[config.mk]
export PLATFORM = sky130hd
export DESIGN_NAME = fir_mac_sequencer
export DESIGN_NICKNAME = d
export VERILOG_FILES = /design/src/rtl/fir_mac_sequencer.sv
export SDC_FILE = /design/constraint.sdc
export NUM_CORES = 1
export LEC_CHECK = 0
export ABC_CLOCK_PERIOD_IN_PS = 4050
export BUFFER_PORTS_ARGS = -buffer_cell sky130_fd_sc_hd__buf_2
export CELL_PAD_IN_SITES_DETAIL_PLACEMENT = 0
export CELL_PAD_IN_SITES_GLOBAL_PLACEMENT = 1
export CORE_MARGIN = 3
export CORE_UTILIZATION = 52
export DETAILED_ROUTE_END_ITERATION = 10
export PLACE_DENSITY = 0.86
export SLEW_MARGIN = 20
export SYNTH_ARGS = -nofsm -noshare
export SYNTH_HDL_FRONTEND = slang
export SYNTH_SLANG_ARGS = --single-unit
[constraint.sdc]
create_clock -name clk -period 4.05 [get_ports clk]
set_clock_uncertainty 0.1 [all_clocks]
set_input_delay 0.405 -clock clk [delete_from_list [all_inputs] [get_ports clk]]
set_output_delay 0.405 -clock clk [all_outputs]
set_load 0.005 [all_outputs]
[src/rtl/fir_mac_sequencer.sv]
// Time-multiplexed FIR controller: keeps a circular sample history and a coefficient bank, and
// steps an external single-cycle MAC ALU through one tap per cycle to form each output.
module fir_mac_sequencer #(
  parameter int NTAPS  = 8,
  parameter int DATA_W = 16,
  parameter int ACC_W  = 39,
  parameter int AW     = $clog2(NTAPS)
) (
  input  logic              clk,
  input  logic              rst_n,
  input  logic [DATA_W-1:0] x_in,
  input  logic              x_valid,
  output logic              x_ready,
  input  logic              coef_we,
  input  logic [AW-1:0]     coef_addr,
  input  logic [DATA_W-1:0] coef_data,
  output logic [ACC_W-1:0]  y_out,
  output logic              y_valid,
  input  logic              y_ready,
  output logic              busy,
  output logic [DATA_W-1:0] alu_x,
  output logic [DATA_W-1:0] alu_b,
  output logic [ACC_W-1:0]  alu_sum_in,
  input  logic [ACC_W-1:0]  alu_sum_out
);

  localparam logic [1:0] ST_IDLE = 2'd0;
  localparam logic [1:0] ST_MAC  = 2'd1;
  localparam logic [1:0] ST_DONE = 2'd2;

  logic [1:0]        r_state;
  logic [DATA_W-1:0] r_coef [NTAPS];
  logic [DATA_W-1:0] r_hist [NTAPS];
  logic [AW-1:0]     r_wr_ptr;
  logic [AW-1:0]     r_newest;
  logic [AW-1:0]     r_k;
  logic [ACC_W-1:0]  r_acc;
  logic [ACC_W-1:0]  r_y_out;
  logic              r_y_valid;

  logic              w_accept;
  logic              w_coef_wr;
  logic              w_last;
  logic [AW-1:0]     w_rd_idx;

  assign x_ready    = (r_state == ST_IDLE) && rst_n;
  assign w_accept   = x_valid && x_ready;
  // Writes are dropped while a result is in flight so it sees one coherent coefficient set.
  assign w_coef_wr  = coef_we && (r_state != ST_MAC);
  assign w_last     = (r_k == AW'(NTAPS - 1));
  // NTAPS is a power of two, so the AW-bit subtraction wraps around the delay line.
  assign w_rd_idx   = r_newest - r_k;

  assign busy       = (r_state == ST_MAC);
  assign alu_x      = busy ? r_hist[w_rd_idx] : '0;
  assign alu_b      = busy ? r_coef[r_k] : '0;
  assign alu_sum_in = r_acc;
  assign y_out      = r_y_out;
  assign y_valid    = r_y_valid;

  always_ff @(posedge clk or negedge rst_n) begin
    if (!rst_n) begin
      for (int i = 0; i < NTAPS; i++) begin
        r_coef[i] <= '0;
        r_hist[i] <= '0;
      end
    end else begin
      if (w_coef_wr) r_coef[coef_addr] <= coef_data;
      if (w_accept)  r_hist[r_wr_ptr]  <= x_in;
    end
  end

  always_ff @(posedge clk or negedge rst_n) begin
    if (!rst_n) begin
      r_state   <= ST_IDLE;
      r_wr_ptr  <= '0;
      r_newest  <= '0;
      r_k       <= '0;
      r_acc     <= '0;
      r_y_out   <= '0;
      r_y_valid <= 1'b0;
    end else begin
      case (r_state)
        ST_IDLE: begin
          if (w_accept) begin
            r_acc    <= '0;
            r_k      <= '0;
            r_newest <= r_wr_ptr;
            r_state  <= ST_MAC;
          end
        end
        ST_MAC: begin
          r_acc <= alu_sum_out;
          r_k   <= r_k + 1'b1;
          if (w_last) begin
            r_y_out   <= alu_sum_out;
            r_y_valid <= 1'b1;
            r_wr_ptr  <= r_newest + 1'b1;
            r_state   <= ST_DONE;
          end
        end
        ST_DONE: begin
          if (y_ready) begin
            r_y_valid <= 1'b0;
            r_state   <= ST_IDLE;
          end
        end
        default: r_state <= ST_IDLE;
      endcase
    end
  end

endmodule

==> summary.md, run 1 <==
| Metric | Value |
|---|---|
| GP Congestion | `0.728` |
| Vias in the first global route | `9,644` |
| Reg2reg path depth | `6` |
| Final net count | `1,328` |
| PortBufs | `191` |
| Placed insts | `1,557` |
| Reg2reg start | `r_k[0]` |
| Worst slew margin | `0.307` |
| Hold violation count in the final report | `0` |
| Crit path arrival time | `3.18 ns` |
| GRT Residual Overflow | `0` |
| Slew Viols, Final | `0` |
| HPWL Detailed | `20.7 mm` |
| Die ar. | `31,400 um^2` |
| Clock transition at path regs | `0.06 ns` |
| Initial DRT Pass Iterations | `4` |
| DRT iter0 DRCs | `532` |
| Vias per std cell | `5.59` |
| Final min period | `3.68 ns` |
| Worst-path fanout max | `13` |
| Critical path, cell by cell | `inv_1, ha_2, inv_1, fa_1, buf_4, mux4_2, mux2i_1, nor2_1, buf_2` |
| Mapped Nets | `1,103` |
| Slew @ Worst Pin | `1.04 ns` |
| Max VDD drop | `0.457 mV` |
| Status | `completed` |
| Hold Crit Depth | `3` |
| Share of layout cells above drive strength 1 | `0.513` |
| Final setup violation count | `0` |
| Core area | `28,800 um^2` |
| Hold Path End | `alu_sum_in[27]` |
| Library cells used by synthesis | `36` |
| PwrDens | `822 nW/um^2` |
| Most frequent CP cell | `inv_1` |
| Final WL | `34.2 mm` |
| YS warnings | `0` |
| CTS tree | `built` |
| RSZ-0062 raised after global routing | `false` |
| First-pass GRT wire length | `54.1 mm` |
| Yosys reg bits | `346` |
| Routed vias | `9,268` |
| Reg2reg end | `y_out[18]` |
| Max Clk Rate | `272 MHz` |
| H-tree levels | `2` |
| WS Path Type | `reg2out` |
| Num rows | `62` |
| Critical path data required time | `3.54 ns` |
| Initial antenna violation count | `2` |
| Synthesized cell area | `15,300 um^2` |
| Gate Count Post-Synth | `1,019` |
| Die width | `177 um` |
| CTS Sinks | `346` |
| HP Start | `alu_sum_out[27]` |
| CP max-delay cell | `fa_1` |
| Hold Path Class | `in2reg` |
| Fin util | `0.636` |
| Fill count | `2,156` |
| Sequential share of the synthesized area | `0.567` |
| Setup slack, reg-to-reg | `1.39 ns` |
| Fin cells | `1,657` |
| Setup crit end kind | `primary output` |
| Initial Util | `0.530` |
| Post-route setup TNS | `0 ns` |
| Commonest cells after routing, fill and taps aside | `345 x dfrtp_1, 276 x mux2_2, 190 x buf_2` |
| Routed len/inst | `20.6 um` |
| Synthesized area per cell | `15.0 um^2` |
| Num CTS Buffers | `37` |
| Commonest non-fill, non-tap cell in the layout | `dfrtp_1` |
| Antenna Nets Post-Route | `0` |
| Area growth from synthesis to layout | `19.8%` |
| Top-Level Pins | `192` |
| Crit path launch type | `flip-flop` |
| Fin worst setup slack | `0.368 ns` |
| Dpl ws | `0.859 ns` |
| Clock Latency Late Sink | `0.52 ns` |
| Die height | `177 um` |
| Max-Cap Viols | `0` |
| Setup Buffers After CTS | `0` |
| Leak pwr | `8.70 nW` |
| Slowest cell delay on critical path | `0.92 ns` |
| Largest net degree at the start of global routing | `185` |
| DRC | `0` |
| GR Util All Layers | `0.220` |
| Max clock buf depth | `3` |
| Setup crit start | `r_newest[0]` |
| Clock root buffer | `clkbuf_16` |
| Tcrit/Tclk final | `0.909` |
sequential cells by signal (all words and copies together) (netlist names):
| signal | cells |
|---|---|
| r_coef | 128 |
| r_k | 3 |
| r_newest | 3 |
| r_wr_ptr | 3 |
| y_valid | 1 |
| alu_sum_in | 39 |
| r_hist | 128 |
| r_state | 2 |
| y_out | 39 |
cell usage after synthesis:
cell type	instances	share of area
a21oi_1	3	0.00098
buf_1	8	0.0020
buf_2	26	0.0085
buf_4	5	0.0025
buf_6	2	0.0015
clkbuf_1	27	0.0066
dfrtp_1	346	0.57
fa_1	1	0.0013
ha_1	4	0.0033
inv_1	4	0.00098
inv_2	1	0.00025
mux2_2	276	0.20
mux2_4	20	0.020
mux2i_1	32	0.021
mux4_2	64	0.094
nand2_1	92	0.023
nand2b_1	1	0.00041
nand3_1	43	0.014
nand3b_1	2	0.00098
nand4_1	1	0.00041
nand4b_1	2	0.0011
nand4bb_1	1	0.00074
nor2_1	35	0.0086
nor3_2	3	0.0020
nor3b_1	1	0.00049
nor4_2	1	0.00082
nor4_4	2	0.0028
nor4b_4	2	0.0031
nor4bb_1	1	0.00066
o21ai_0	4	0.0013
o31ai_1	2	0.00098
or2b_2	1	0.00057
or3b_1	2	0.0011
or4b_1	2	0.0013
xnor2_1	1	0.00057
xnor3_1	1	0.0015
per-stage QoR:
stage	hold WS, ns	instance area [um^2]	power (mW)
final	0.0172	18300	15.0
after CTS	0.000623	18300	15.2
after global placement	0.221	16700	11.4
after floorplan	0.00941	15300	9.61
after global routing	0.00250	18300	16.0
after detailed placement	0.222	16700	11.6
worst max-delay path, delay by kind of cell (launching register included):
family	cells	cell delay (ns)
and+or+nand+nor	1	0.06
DFF	1	0.40
adders and majority gates	2	1.09
buffers and inverters	4	0.64
muxes	2	0.49
power breakdown:
part / internal (mW) / leakage (nW) / switching (mW) / total, mW
Combinational: 3.19 / 3.72 / 2.57 / 5.76
Clock: 2.22 / 0.643 / 1.33 / 3.55
Sequential: 4.91 / 4.34 / 0.812 / 5.72
Total: 10.3 / 8.70 / 4.72 / 15.0
per-layer routing:
metal	GRT usage	routed length, um	vias up
li1	-	-	4152
met1	0.300	14800	4861
met2	0.374	17100	207
met3	0.0392	1750	44
met4	0.0468	551	4
met5	0	24	-
area by class of cell:
type | instances | area [um^2] | share of cell area
flip-flops and latches | 346 | 8660 | 0.473
multi-input cells | 600 | 6280 | 0.343
repair buffers | 254 | 1540 | 0.0844
clock buffers | 59 | 1160 | 0.0635
well taps | 384 | 480 | 0.0263
clock inverters | 8 | 144 | 0.00787
inverters | 5 | 18.8 | 0.00103
diodes | 1 | 2.50 | 0.000137
worst max path at each step:
stage | cells past startpoint | to | slack, ns
after global placement | 9 | alu_x[14] | 0.91
after detailed placement | 9 | alu_x[13] | 0.86
after global routing | 9 | alu_x[14] | 0.19
after floorplan | 8 | alu_x[10] | 1.09
final | 9 | alu_x[14] | 0.37
after CTS | 9 | alu_x[14] | 0.32
cell families (layout without fill, tap and decap cells):
group	after synthesis	in the layout	share of synthesized area
mux	392	392	0.339
flops	346	346	0.567
simple gates	192	192	0.0619
buf+inv	73	326	0.0223
compound gates	9	9	0.00328
fa+ha+maj	5	5	0.00459
xor+xnor	2	2	0.00205
other cells	0	1	0
what timing repair did:
| action | 4_1_cts | 5_1_grt |
|---|---|---|
| hold buffers | 32 | 0 |
| hold endpoints to repair | 68 | 0 |
| gates resized for setup | 0 | 0 |
Note: power is estimated with default switching activity, not from simulation.
==> inputs of run 2 (changes only) <==
RECOVER_POWER = 25   (was unset)
==> run 2 against run 1 <==
The flow now finishes with violations (max-capacitance violations, max-slew violations). First-iteration DRC count is 5.3% higher. Die area unchanged. Sequential cell count unchanged. Design area shrank 0.50%. Clock-buffer cell count stayed put. Sequential power hardly changed. Setup slack improved by 0.020 ns. Total power shrank 0.38%. Sequential share of layout area grew 0.24 points. Maximum frequency rose by 0.54%. Highest routed layer unchanged.
==> summary.md, run 2 (synthesized netlist as in run 1, its figures left out) <==
| Metric | Value |
|---|---|
| Commonest cells after routing, fill and taps aside | `345 x dfrtp_1, 276 x mux2_2, 135 x buf_2` |
| Vias per std cell | `5.59` |
| Final net count | `1,328` |
| Crit path arrival time | `3.16 ns` |
| Die height | `177 um` |
| Max-Cap Viols | `3` |
| Bufs and invs on worst path | `4` |
| Clock root buffer | `clkbuf_16` |
| Path length in cells of the critical path | `9` |
| Final WL | `34.3 mm` |
| Tcrit/Tclk final | `0.904` |
| Final setup violation count | `0` |
| GRT Residual Overflow | `0` |
| Final min period | `3.66 ns` |
| WS Path Type | `reg2out` |
| Hold buffers post-CTS | `32` |
| GR Util All Layers | `0.220` |
| Post-CTS sizing | `0` |
| Hold violation count in the final report | `0` |
| Die width | `177 um` |
| Slew Viols, Final | `291` |
| Hold Crit Depth | `3` |
| CTS tree | `built` |
| Setup Buffers After CTS | `0` |
| H-tree levels | `2` |
| Status | `finished with violations` |
| Antenna Nets Post-Route | `0` |
| Commonest non-fill, non-tap cell in the layout | `dfrtp_1` |
| Failing checks | `max-capacitance violations, max-slew violations` |
| Max clock buf depth | `3` |
| DRC | `0` |
| Worst-path fanout max | `13` |
| Fin util | `0.632` |
| CP max-delay cell | `fa_1` |
| Num rows | `62` |
| Clock transition at path regs | `0.06 ns` |
| First-pass GRT wire length | `54.1 mm` |
| Top-Level Pins | `192` |
| Max VDD drop | `0.455 mV` |
| RSZ-0062 raised after global routing | `false` |
| Leak pwr | `8.52 nW` |
| Critical path, cell by cell | `inv_1, ha_2, inv_1, fa_1, buf_4, mux4_2, mux2i_1, nor2_1, buf_2` |
| Share of layout cells above drive strength 1 | `0.469` |
| Slew @ Worst Pin | `2.48 ns` |
| PortBufs | `191` |
| Routed len/inst | `20.7 um` |
| Die ar. | `31,400 um^2` |
| GP Congestion | `0.728` |
| Vias in the first global route | `9,644` |
| Initial DRT Pass Iterations | `4` |
| Slowest cell delay on critical path | `0.91 ns` |
| Core area | `28,800 um^2` |
| PwrDens | `823 nW/um^2` |
| Post-route setup TNS | `0 ns` |
| Max Clk Rate | `273 MHz` |
| Crit path max-delay family | `adder cells` |
| Setup crit end kind | `primary output` |
| Initial Util | `0.530` |
| Num CTS Buffers | `37` |
| Area growth from synthesis to layout | `19.2%` |
| Most frequent CP cell | `inv_1` |
| HPWL Detailed | `20.7 mm` |
| Reg2reg path depth | `5` |
| Hold Path Class | `in2reg` |
| DRT iter0 DRCs | `560` |
| CTS Sinks | `346` |
| Critical path data required time | `3.54 ns` |
| Worst slew margin | `-0.653` |
| Initial antenna violation count | `2` |
| Clock Latency Late Sink | `0.52 ns` |
| Largest net degree at the start of global routing | `185` |
| Routed vias | `9,266` |
| Crit path launch type | `flip-flop` |
| Biggest regs | `r_coef: 128 flops, r_hist: 128 flops` |
[run 2: per-stage QoR]
| step | instance area, um^2 | cells | setup WS, ns | hold slack (ns) | power [mW] |
|---|---|---|---|---|---|
| after floorplan | 15300 | 1019 | 1.09 | 0.00941 | 9.61 |
| after global placement | 16700 | 1557 | 0.915 | 0.221 | 11.4 |
| after detailed placement | 16700 | 1557 | 0.859 | 0.222 | 11.6 |
| after CTS | 18300 | 1656 | 0.320 | 0.000623 | 15.2 |
| after global routing | 18200 | 1656 | 0.110 | 0.00250 | 15.9 |
| final | 18200 | 1657 | 0.388 | 0.0142 | 15.0 |
[run 2: layout make-up]
cell class                 instances  area, um^2
antenna                            1        2.50
clock buffer                      59        1160
clock inverter                     8         144
fill                            2186       10600
inverter                           5        18.8
multi-input combinational        600        6280
sequential                       346        8660
tap                              384         480
timing repair buffer             254        1450
[run 2: layer usage]
layer / GRT usage / share of wire
met1: 0.300 / 0.43
met2: 0.374 / 0.50
met3: 0.0392 / 0.056
met4: 0.0468 / 0.016
met5: 0 / 0.00070
[run 2: worst paths after layout]
check,from,to,slack (ns)
worst max-delay path,r_newest[0],alu_x[14],0.39
worst min-delay path,alu_sum_out[27],alu_sum_in[27],0.01
worst max register to register,r_state[1],r_hist[56],0.84
worst min register to register,alu_sum_in[0],alu_sum_in[0],0.40
max in group asynchronous,rst_n,r_k[0],0.68
min in group asynchronous,rst_n,r_hist[100],0.26
[run 2: power by group]
group / leakage [nW] / switching, mW / internal (mW) / total [mW]
Combinational: 3.54 / 2.58 / 3.11 / 5.69
Clock: 0.643 / 1.33 / 2.22 / 3.55
Sequential: 4.34 / 0.824 / 4.91 / 5.74
[run 2: worst reg2reg max path, delay by kind of cell (launching register included)]
kind / cells / cell delay, ns
simple gates: 2 / 1.08
buf+inv: 2 / 1.08
mux: 1 / 0.37
flops: 1 / 0.44
==> inputs of run 3 (changes only) <==
CORE_UTILIZATION = 47   (was 52)
PLACE_DENSITY = 0.79   (was 0.86)
==> run 3 against run 2 <==
The run still ends with max-capacitance violations, max-slew violations left. Non-clock buffer count stayed put. Wire length is 0.49% lower. Critical path depth is 2 lower. Sequential power is 1% lower. Register-to-register slack better by 0.47 ns. Utilization is 6.1 points lower. Via count is 0.26% lower. Final cell count is 3.1% higher. Design area is 0.10% lower. Clock-buffer cell count is 5 lower. First-iteration DRC count is 12% lower. Critical endpoint is now alu_x[5].
==> summary.md, run 3 (synthesized netlist as in run 1, its figures left out) <==
| Metric | Value |
|---|---|
| GP Congestion | `0.731` |
| Overall power | `14.7 mW` |
| Crit path launch type | `flip-flop` |
| Final net count | `1,329` |
| Slew Viols, Final | `166` |
| Hold Crit Depth | `3` |
| Max clock buf depth | `3` |
| Slowest cell delay on critical path | `0.73 ns` |
| Share of layout cells above drive strength 1 | `0.455` |
| Critical path, cell by cell | `inv_1, ha_2, buf_4, mux4_2, mux2i_1, nor2_1, buf_2` |
| H-tree levels | `2` |
| GR Util All Layers | `0.197` |
| Clock transition at path regs | `0.06 ns` |
| Post-route setup TNS | `0 ns` |
| Crit path max-delay family | `adder cells` |
| Crit path arrival time | `2.97 ns` |
| Setup Buffers After CTS | `0` |
| Hold buffers post-CTS | `36` |
| Leak pwr | `8.45 nW` |
| Hold Path Class | `in2reg` |
| HP Start | `alu_sum_out[22]` |
| PwrDens | `809 nW/um^2` |
| Worst slew margin | `-0.495` |
| PortBufs | `191` |
| Num rows | `65` |
| Die ar. | `34,700 um^2` |
| Max-Cap Viols | `1` |
| Commonest cells after routing, fill and taps aside | `345 x dfrtp_1, 276 x mux2_2, 122 x buf_2` |
| Largest net degree at the start of global routing | `166` |
| Vias per std cell | `5.41` |
| Clock Latency Late Sink | `0.52 ns` |
| RSZ-0062 raised after global routing | `false` |
| Biggest regs | `r_coef: 128 flops, r_hist: 128 flops` |
| Max layer used | `met5` |
| CP max-delay cell | `ha_2` |
| Tcrit/Tclk final | `0.858` |
| Final setup violation count | `0` |
| CTS tree | `built` |
| Setup slack, reg-to-reg | `1.31 ns` |
| Commonest non-fill, non-tap cell in the layout | `dfrtp_1` |
| Worst-path fanout max | `16` |
| Routed vias | `9,242` |
| Antenna Nets Post-Route | `0` |
| Critical path data required time | `3.54 ns` |
| Max Clk Rate | `288 MHz` |
| Slew @ Worst Pin | `2.24 ns` |
| Num CTS Buffers | `38` |
| Status | `finished with violations` |
| Dpl ws | `1.08 ns` |
| Path length in cells of the critical path | `7` |
| HPWL Detailed | `20.1 mm` |
| Final WL | `34.1 mm` |
| Reg2reg end | `y_out[21]` |
| Final min period | `3.47 ns` |
| Clock root buffer | `clkbuf_16` |
| CTS Sinks | `346` |
| Core area | `31,800 um^2` |
| Bufs and invs on worst path | `3` |
| Wire length on met3 | `1.59 mm` |
| Hold violation count in the final report | `0` |
| Initial DRT Pass Iterations | `4` |
| GRT Residual Overflow | `0` |
| First-pass GRT wire length | `53.9 mm` |
| Area growth from synthesis to layout | `19.1%` |
| Setup crit end kind | `primary output` |
| Top-Level Pins | `192` |
| DRT iter0 DRCs | `492` |
| Reg2reg path depth | `6` |
| DRC | `0` |
| Initial antenna violation count | `3` |
| Post-CTS sizing | `0` |
| Fin worst setup slack | `0.577 ns` |
| Failing checks | `max-capacitance violations, max-slew violations` |
| Vias in the first global route | `9,645` |
| Wire length on met2 | `15.9 mm` |
| Reg2reg start | `r_k[0]` |
| Hold Path End | `alu_sum_in[22]` |
| Initial Util | `0.480` |
| Die width | `186 um` |
| Max VDD drop | `0.489 mV` |
| Die height | `186 um` |
| M1 wire length | `15.9 mm` |
| Routed len/inst | `19.9 um` |
| WS Path Type | `reg2out` |
run 3: cell types whose count changed in the layout (fill, tap and decap cells not counted), moves of 2 or more:
cell           before  now
buf_4              26   24
clkbuf_8           11    5
clkinv_2            3    7
clkbuf_1           65   78
dlygate4sd3_1      32   36
buf_2             135  122
run 3: worst max path at each step:
stage	to	startpoint	slack [ns]
3_5_place_dp	alu_x[14]	r_newest[0]	1.08
4_1_cts	alu_x[5]	r_newest[0]	0.49
3_3_place_gp	alu_x[14]	r_newest[0]	1.12
6_report	alu_x[5]	r_newest[0]	0.58
2_1_floorplan	alu_x[10]	r_k[1]	1.09
5_1_grt	alu_x[10]	r_newest[0]	0.36
run 3: final cells by class:
| cell class | instances | area, um^2 |
|---|---|---|
| diodes | 1 | 2.50 |
| well taps | 435 | 544 |
| multi-input cells | 600 | 6280 |
| repair buffers | 254 | 1450 |
| clock buffers | 54 | 1060 |
| flip-flops and latches | 346 | 8660 |
| clock inverters | 14 | 166 |
| fillers | 2628 | 13600 |
| inverters | 5 | 18.8 |
run 3: through the flow:
stage,instances,hold WS [ns],instance area [um^2],utilization
2_1_floorplan,1019,0.00941,15300,-
3_3_place_gp,1604,0.213,16700,0.525
3_5_place_dp,1604,0.214,16700,0.525
4_1_cts,1708,0.000583,18300,0.575
5_1_grt,1709,0.0149,18200,0.572
6_report,1709,0.0248,18200,0.572
run 3: worst reg2reg max path, cell delays in order, from the launching register on:
cell	delay, ns
dfrtp_2	0.40
buf_4	0.34
ha_1	0.33
ha_1	0.22
nand3b_1	0.26
buf_4	0.54
mux2_2	0.43
run 3: metal layers:
layer  global-route usage  vias to the layer above
met2                0.315                      190
met4               0.0471                        4
met5                    0                        -
met3               0.0338                       58
li1                     -                     4157
met1                0.287                     4833
run 3: power by group:
| part | total, mW | switching, mW | internal, mW |
|---|---|---|---|
| sequential | 5.68 | 0.770 | 4.91 |
| combinational | 5.64 | 2.58 | 3.06 |
| clock | 3.39 | 1.36 | 2.02 |
